## src/rtl/irq_conditioner_if.sv

```systemverilog
// ============================================================================
// irq_conditioner_if: button/mask/counter bundle for irq_conditioner. Rev 1.0
// ============================================================================
`default_nettype none

interface irq_conditioner_if #(
  parameter int N_IRQ = 3,
  parameter int CNT_W = 8
);
  logic [N_IRQ-1:0]       btn_in;
  logic [N_IRQ-1:0]       mask;
  logic                   clr_cnt;
  logic [N_IRQ-1:0]       ir_out;
  logic [N_IRQ-1:0]       busy;
  logic [N_IRQ*CNT_W-1:0] cnt_out;

  modport master (
    output btn_in, mask, clr_cnt,
    input  ir_out, busy, cnt_out
  );

  modport slave (
    input  btn_in, mask, clr_cnt,
    output ir_out, busy, cnt_out
  );
endinterface

`default_nettype wire

```

## src/rtl/irq_conditioner.sv

```systemverilog
// ============================================================================
// irq_conditioner: sync, debounce, mask and fixed-width pulse per IRQ line. Rev 1.0
// ============================================================================
`default_nettype none

module irq_conditioner #(
  parameter int N_IRQ     = 3,
  parameter int DEBOUNCE  = 500000,
  parameter int PULSE_LEN = 4,
  parameter int CNT_W     = 8
) (
  input  logic           clk,
  input  logic           rst,
  irq_conditioner_if.slave bus
);

  localparam int DC_W = (DEBOUNCE  > 1) ? $clog2(DEBOUNCE)  : 1;
  localparam int PC_W = (PULSE_LEN > 1) ? $clog2(PULSE_LEN) : 1;
  localparam logic [DC_W-1:0]  DC_LAST = DC_W'(DEBOUNCE - 1);
  localparam logic [PC_W-1:0]  PC_LAST = PC_W'(PULSE_LEN - 1);
  localparam logic [CNT_W-1:0] CNT_MAX = '1;

  typedef enum logic [1:0] {
    S_LOW  = 2'd0,
    S_RISE = 2'd1,
    S_HIGH = 2'd2,
    S_FALL = 2'd3
  } state_t;

  generate
    for (genvar i = 0; i < N_IRQ; i++) begin : g_line
      logic             s1;
      logic             s2;
      state_t           state;
      logic [DC_W-1:0]  dc;
      logic             busy_r;
      logic             ir;
      logic [PC_W-1:0]  pc;
      logic [CNT_W-1:0] cnt;
      logic             fire;
      logic             start;

      always_ff @(posedge clk or posedge rst) begin
        if (rst) begin
          s1 <= 1'b0;
          s2 <= 1'b0;
        end else begin
          s1 <= bus.btn_in[i];
          s2 <= s1;
        end
      end

      assign fire  = (state == S_RISE) && s2 && (dc == DC_LAST);
      // A fire during an active pulse is dropped entirely, including the count.
      assign start = fire && bus.mask[i] && !ir;

      always_ff @(posedge clk or posedge rst) begin
        if (rst) begin
          state  <= S_LOW;
          dc     <= '0;
          busy_r <= 1'b0;
        end else begin
          case (state)
            S_LOW: begin
              if (s2) begin
                state  <= S_RISE;
                dc     <= '0;
                busy_r <= 1'b1;
              end
            end
            S_RISE: begin
              if (!s2) begin
                state  <= S_LOW;
                busy_r <= 1'b0;
              end else if (dc == DC_LAST) begin
                state <= S_HIGH;
              end else begin
                dc <= dc + DC_W'(1);
              end
            end
            S_HIGH: begin
              if (!s2) begin
                state <= S_FALL;
                dc    <= '0;
              end
            end
            S_FALL: begin
              if (s2) begin
                state <= S_HIGH;
              end else if (dc == DC_LAST) begin
                state  <= S_LOW;
                busy_r <= 1'b0;
              end else begin
                dc <= dc + DC_W'(1);
              end
            end
            default: begin
              state  <= S_LOW;
              busy_r <= 1'b0;
            end
          endcase
        end
      end

      always_ff @(posedge clk or posedge rst) begin
        if (rst) begin
          ir <= 1'b0;
          pc <= '0;
        end else if (ir) begin
          if (pc == PC_LAST) begin
            ir <= 1'b0;
          end else begin
            pc <= pc + PC_W'(1);
          end
        end else if (start) begin
          ir <= 1'b1;
          pc <= '0;
        end
      end

      always_ff @(posedge clk or posedge rst) begin
        if (rst) begin
          cnt <= '0;
        end else if (bus.clr_cnt) begin
          cnt <= '0;
        end else if (start && (cnt != CNT_MAX)) begin
          cnt <= cnt + CNT_W'(1);
        end
      end

      assign bus.ir_out[i]                  = ir;
      assign bus.busy[i]                    = busy_r;
      assign bus.cnt_out[i*CNT_W +: CNT_W]  = cnt;
    end
  endgenerate

endmodule

`default_nettype wire

```

## src/flat_wrapper.sv

```systemverilog
// flat-port wrapper written by rule: the top's interface ports become plain ports
module irq_conditioner_flat 
#(
  parameter int N_IRQ     = 3,
  parameter int DEBOUNCE  = 500000,
  parameter int PULSE_LEN = 4,
  parameter int CNT_W     = 8
)
  (clk, rst, bus_btn_in, bus_mask, bus_clr_cnt, bus_ir_out, bus_busy, bus_cnt_out);
  irq_conditioner_if #(.N_IRQ(N_IRQ), .CNT_W(CNT_W)) bus_i ();
  input  logic clk;
  input  logic rst;
  input wire logic [$bits(bus_i.btn_in)-1:0] bus_btn_in;
  input wire logic [$bits(bus_i.mask)-1:0] bus_mask;
  input wire logic [$bits(bus_i.clr_cnt)-1:0] bus_clr_cnt;
  output wire logic [$bits(bus_i.ir_out)-1:0] bus_ir_out;
  output wire logic [$bits(bus_i.busy)-1:0] bus_busy;
  output wire logic [$bits(bus_i.cnt_out)-1:0] bus_cnt_out;
  assign bus_i.btn_in = bus_btn_in;
  assign bus_i.mask = bus_mask;
  assign bus_i.clr_cnt = bus_clr_cnt;
  assign bus_ir_out = bus_i.ir_out;
  assign bus_busy = bus_i.busy;
  assign bus_cnt_out = bus_i.cnt_out;
  irq_conditioner #(.N_IRQ(N_IRQ), .DEBOUNCE(DEBOUNCE), .PULSE_LEN(PULSE_LEN), .CNT_W(CNT_W)) u_core (.clk(clk), .rst(rst), .bus(bus_i));
endmodule
```

## config.mk

```make
export PLATFORM = sky130hd
export DESIGN_NAME = irq_conditioner_flat
export DESIGN_NICKNAME = d
export VERILOG_FILES = /design/src/rtl/irq_conditioner_if.sv /design/src/rtl/irq_conditioner.sv /design/src/flat_wrapper.sv
export SDC_FILE = /design/constraint.sdc
export NUM_CORES = 1
export LEC_CHECK = 0
export CORE_MARGIN = 1.5
export CORE_UTILIZATION = 55
export CTS_CLUSTER_DIAMETER = 150
export DETAILED_ROUTE_END_ITERATION = 12
export PLACE_DENSITY = 0.75
export SLEW_MARGIN = 0
export SYNTH_ARGS = -nofsm -noshare
export SYNTH_HDL_FRONTEND = slang
export SYNTH_SLANG_ARGS = --single-unit
```

## constraint.sdc

```tcl
create_clock -name clk -period 9.5 [get_ports clk]
set_input_delay 1.9 -clock clk [delete_from_list [all_inputs] [get_ports clk]]
set_output_delay 1.9 -clock clk [all_outputs]
set_load 0.01 [all_outputs]
```

* Word level (Yosys, flattened, before mapping) *
Index checks and enable logic that the tools add are counted.
W data, S select, Z words.

word-level totals
  bits in registers = 105
  input bits = 9
  logic and storage cells = 198

operators by class
  add/subtract/negate cells = 9
  equality and inequality tests = 45
  mux-type cells = 78
  reductions and logical operators = 42

operators by type and width
  kind                     count
  $mux W19                 15
  $pmux W19 S4             3
  $add A19 B1 Y19 const B  3
  $eq A19 B19 Y1 const B   3
  $mux W2                  27
  $mux W8                  6
  $add A8 B1 Y8 const B    3
  $ne A2 B2 Y1 const B     12
  $ne A8 B8 Y1 const B     3
  $pmux W2 S4              3
  $reduce_and A4 Y1        6
  $mux W1                  21
  $eq A2 B2 Y1 const B     9
  $ne A2 B1 Y1 const B     9
  $logic_and A1 B1 Y1      15
  $reduce_and A5 Y1        3
  $reduce_bool A2 Y1       6
  $ne A3 B1 Y1 const B     3
  $ne A3 B3 Y1 const B     3
  $pmux W1 S3              3
  $reduce_bool A3 Y1       3
  $add A2 B1 Y2 const B    3
  $eq A2 B1 Y1 const B     3
  $logic_not A2 Y1         3
  other kinds (2)          6

* Depth between registers and ports, before layout *
  depth in word-level cells = 8
  depth in mapped cells = 7
  depth with buffers taken out = 7

* Least setup slack after synthesis *
No wires, ideal clock.

  path kind = in2reg
  start point = input port bus_mask[2]
  end point = register u_core.g_line[2].cnt[4]
  arrival time = 3.189 ns
  path slack = 6.233 ns
  stages on the path = 6
  cells stage by stage = nand3b_1 or4_4 buf_6 nor2_8 or4b_1 a21oi_1

on the way
  word-level cells in the longest chain between the ends = 4

ends and longest elaborated chain
  what                               line                    source
  start: declaration                 flat_wrapper.sv:14      input wire logic [$bits(bus_i.mask)-1:0] bus_mask;
  $logic_and A1 B1 Y1 (2 in series)  irq_conditioner.sv:55   assign start = fire && bus.mask[i] && !ir;
  $logic_and A1 B1 Y1                irq_conditioner.sv:126  end else if (start && (cnt != CNT_MAX)) begin
  $reduce_bool A2 Y1 (no line)       -
  end signal: assignment             irq_conditioner.sv:127  cnt <= cnt + CNT_W'(1);
  end: declaration                   irq_conditioner.sv:39   logic [CNT_W-1:0] cnt;

No other way between the ends.
A chain may end at the register's enable or synchronous reset.

* Worst setup path after layout *
  start point = input port bus_mask[2]
  end point = register u_core.g_line[2].cnt[1]

Same word-level chain as after synthesis.

==> results list <==
- Summing all placed instances gives a cell area of 6080 um^2.
- In the synthesized netlist the dominant register cell turns out to be sky130_fd_sc_hd__dfrtp_1.
- Slack of the worst reg-to-reg path: 6.98 ns
- Area share of the leading cell type in the synthesized netlist: 0.4658
* Filler cells: 805
- Synth Area in Compound Gates: 0.1244
- Clock tree from TritonCTS: built
* Detailed-route wire length per cell: 15.35 um
- Between clock sinks in the finished design, the worst skew comes to 0.01245 ns.
- Relative slew margins: 0.3340
- The setup path with the least slack is of type input pin to register.
- The worst hold path passes through 0 cells.
* Number of standard cells after synthesis: 593
* Endpoint of the worst-slack reg-to-reg timing path: u_core.g_line[0].dc[16]
* Average cell area after synthesis: 9.512 um^2
* End point of the worst hold path: u_core.g_line[2].s2
- The later pin in the worst-skew pair is clocked with a latency of 0.38 ns.
* Routed via count divided by cell count: 5.979
* Power density relative to cell area: 129.5 nW/um^2
- Hold Startpoint: u_core.g_line[2].s1
- Period utilization: 0.3687
- After synthesis, the largest family of logic cells by area is simple AND/OR/NAND/NOR gates.
- Worst slack at placement: 5.564 ns
* CTS H-tree depth: 3
* Layout net count: 637
* Layout overhead on the synthesized area: 11.34%
* Tmin final: 3.503 ns
- Measured in cells, the most critical reg-to-reg path has a length of 7.
* Via count of the first global-routing pass: 4,269
* Root buf cell: sky130_fd_sc_hd__clkbuf_8
- The number of antenna violations at the first check in global routing was 0.
- RR Startpoint: u_core.g_line[0].dc[0]
- After routing the design area is 6280 um^2.
- The wire-length estimate of the detail-placed layout is 8.008 mm.
* Critical Path AT: 3.74 ns
- Clock-pin slew of the registers on the worst-case setup and hold paths: 0.11 ns
* Leakage power: 2.513 nW
- Global-route congestion overflow total: 0
- Die area: 10,870 um^2
- The congestion estimate from routability-driven global placement came to 0.8101.
* Count of buffers from port buffering: 38
* Synthesized net count: 611
* Sequential area share after synthesis: 0.4658
* Post-Route Utilization: 0.6366
* Multi-input logic area: 2786 um^2
- Die boundary width: 104.3 um
* Antenna Nets Post-Route: 0
* Launch point of the critical path: bus_mask[2]
* Total Routed Length: 11.61 mm
* Deepest clock path buffer count: 2
* Category of the worst setup path capture point: register
- After synthesis, the share of cell area in mux cells is 0.03660.
- Reported max-cap violation count: 0
* First-iteration detailed-routing DRC count: 223
* First-pass GRT wire length: 20.01 mm
- Setup violations remaining at the end of the flow were counted as 0.
* Synth warn: 0
- In this run the vertical extent of the chip is 104.3 um.
- The sequential cells in the finished layout cover a total of 2628 um^2.
- The flow ran to the end, and the final reports show no timing, DRC or antenna violations.
- Cts repair resizes: 0
- Xor and xnor fraction of the mapped netlist area: 0.04969
- The worst-case IR drop observed on VDD is 0.07720 mV.
- The number of different library cells used by synthesis comes to 68.
- Setup repair after global routing left no endpoint under its margin.
- For the pin with the worst max-slew slack, the measured transition is 0.9960 ns.
* Fraction of the mapped netlist area in adder cells: 0.01996
* Post-Synthesis Cell Area: 5640 um^2
- The number of max-slew violations in the final report came to 0.
- The detailed router placed 4,520 vias in this run.
- The floorplan step defined a core boundary enclosing 9864 um^2.
- Counting every sink on the clock net gives 105.
* Number of flops mapped to enable cells by yosys: 0
* Fraction of final layout cells with drive strength greater than 1: 0.08186
* Number of remaining DRC errors: 0
* Largest net degree at the start of global routing: 54
* Total clock buffers created by CTS: 9
* Async set-or-reset flop fraction in the synthesized netlist: 1.000
- Worst hold-check path type: register to register
* Achievable clock frequency: 0.2855 GHz
- Nature of the critical path startpoint: input pin
* Number of iterations in the first detailed-routing pass: 5
- Diodes inserted: 0
* Simple-gate share of the synthesized area: 0.2633
- Across every metal layer, demand over resource in global routing totals 0.2244.
- After routing, the total negative slack on setup checks comes to 0 ns.
* Total number of placement rows: 36
- Starting Density: 0.5718
* IO Count: 39
* Final Hold Vio Count: 0
- FF+latch count, synth: 105
- After clock tree synthesis, the flow added hold-fix buffers numbering 0.
* Setup slack of the critical path after layout: 5.997 ns
* Leading post-synthesis cells by cell area: sky130_fd_sc_hd__dfrtp_1, sky130_fd_sc_hd__xnor2_1, sky130_fd_sc_hd__nand3_1
* Number of setup buffers added after CTS: 0
- The largest total area in the synthesized netlist belongs to sky130_fd_sc_hd__dfrtp_1.
- After layout, the design draws a total of 0.8134 mW.
* Maximum fanout along the worst path: 8
- Required time reported for the critical path endpoint: 9.74 ns
## power by group
part | leakage, nW | total, mW | switching, mW | internal (mW)
Sequential | 1.40 | 0.477 | 0.0186 | 0.458
Combinational | 1.02 | 0.0495 | 0.0293 | 0.0202
Clock | 0.0954 | 0.287 | 0.162 | 0.124
Total | 2.51 | 0.813 | 0.210 | 0.603
## sequential cells by signal, indices dropped and copies added, names as in the netlist, named ones only
signal                count
u_core.g_line.busy_r      3
u_core.g_line.cnt        24
u_core.g_line.dc         57
u_core.g_line.ir          3
u_core.g_line.pc          6
u_core.g_line.s1          3
u_core.g_line.s2          3
u_core.g_line.state       3
## routing by layer
metal,wire length [um],vias to the layer above,GRT usage,part of all wire
met5,0,-,0,0
met4,117,0,0.06845,0.010
met3,490,11,0.04950,0.042
met2,5740,92,0.3722,0.49
met1,5258,2233,0.2943,0.45
li1,-,2184,-,-
## critical path: stages
cell                              delay (ns)
sky130_fd_sc_hd__clkdlybuf4s50_1        0.46
sky130_fd_sc_hd__nand3b_1               0.08
sky130_fd_sc_hd__or4_4                  0.54
sky130_fd_sc_hd__a311oi_1               0.44
sky130_fd_sc_hd__mux2i_1                0.26
sky130_fd_sc_hd__nor2_1                 0.06
## metrics by stage
stage	hold WS, ns	cells
6_report	0.3635	756
5_1_grt	0.3737	756
4_1_cts	0.3673	756
3_5_place_dp	0.3418	741
3_3_place_gp	0.3348	741
2_1_floorplan	0.3312	593
## cell families (layout without fill, tap and decap cells)
logic type	after synthesis	count (layout)
AND/OR/NAND/NOR	269	269
AO/OA/AOI/OAI	108	108
flip-flops	105	105
buffers and inverters	51	81
XOR/XNOR	32	32
multiplexers	19	19
adder cells (fa/ha/maj)	9	9
## cells in the mapped netlist (all sizes together) (3+ instances only)
cell type	count
o31ai	3
nand3	42
nand4b	3
and4	4
mux2i	9
nor3	20
a21o	3
dfrtp	105
ha	9
mux2	10
o2bb2ai	3
o21ai	31
nand2	50
nand2b	7
and3	11
xnor2	25
buf	12
nor4bb	4
a31oi	4
nand4	17
nor4b	4
nor4	9
a22o	9
or4	7
a21oi	33
nor2b	4
nand3b	3
o211ai	4
or2	4
xor2	7
inv	25
or3	16
and2	5
nor2	53
clkbuf	14
## cells in the final DEF, fill, tap and decap left out, types with 9 or more instances in the layout
master                            count
sky130_fd_sc_hd__a21oi_1             33
sky130_fd_sc_hd__dfrtp_1            105
sky130_fd_sc_hd__or3_1               15
sky130_fd_sc_hd__nor2_1              52
sky130_fd_sc_hd__nand3_1             41
sky130_fd_sc_hd__clkdlybuf4s50_1     38
sky130_fd_sc_hd__nand2_1             50
sky130_fd_sc_hd__and3_1              10
sky130_fd_sc_hd__ha_1                 9
sky130_fd_sc_hd__nand4_1             17
sky130_fd_sc_hd__mux2i_1              9
sky130_fd_sc_hd__o21ai_0             31
sky130_fd_sc_hd__nor3_1              19
sky130_fd_sc_hd__clkbuf_8             9
sky130_fd_sc_hd__inv_1               24
sky130_fd_sc_hd__xnor2_1             25
## area by class of cell
type	instances	share of cell area
clock buffer	9	0.01973
multi-input combinational	437	0.4437
sequential	105	0.4184
clock inverter	6	0.01215
inverter	25	0.01534
tap	133	0.02650
timing repair buffer	41	0.06416
## worst max path at each step
stage | to | slack (ns) | cells past startpoint
final | u_core.g_line[2].cnt[1] | 6.00 | 6
after global routing | u_core.g_line[2].cnt[1] | 5.93 | 6
after CTS | u_core.g_line[2].cnt[1] | 5.97 | 6
after detailed placement | u_core.g_line[2].cnt[1] | 5.56 | 6
after global placement | u_core.g_line[2].cnt[1] | 5.67 | 6
after floorplan | async pin | 4.84 | 1
No activity file was read; power rests on OpenSTA's default activity.
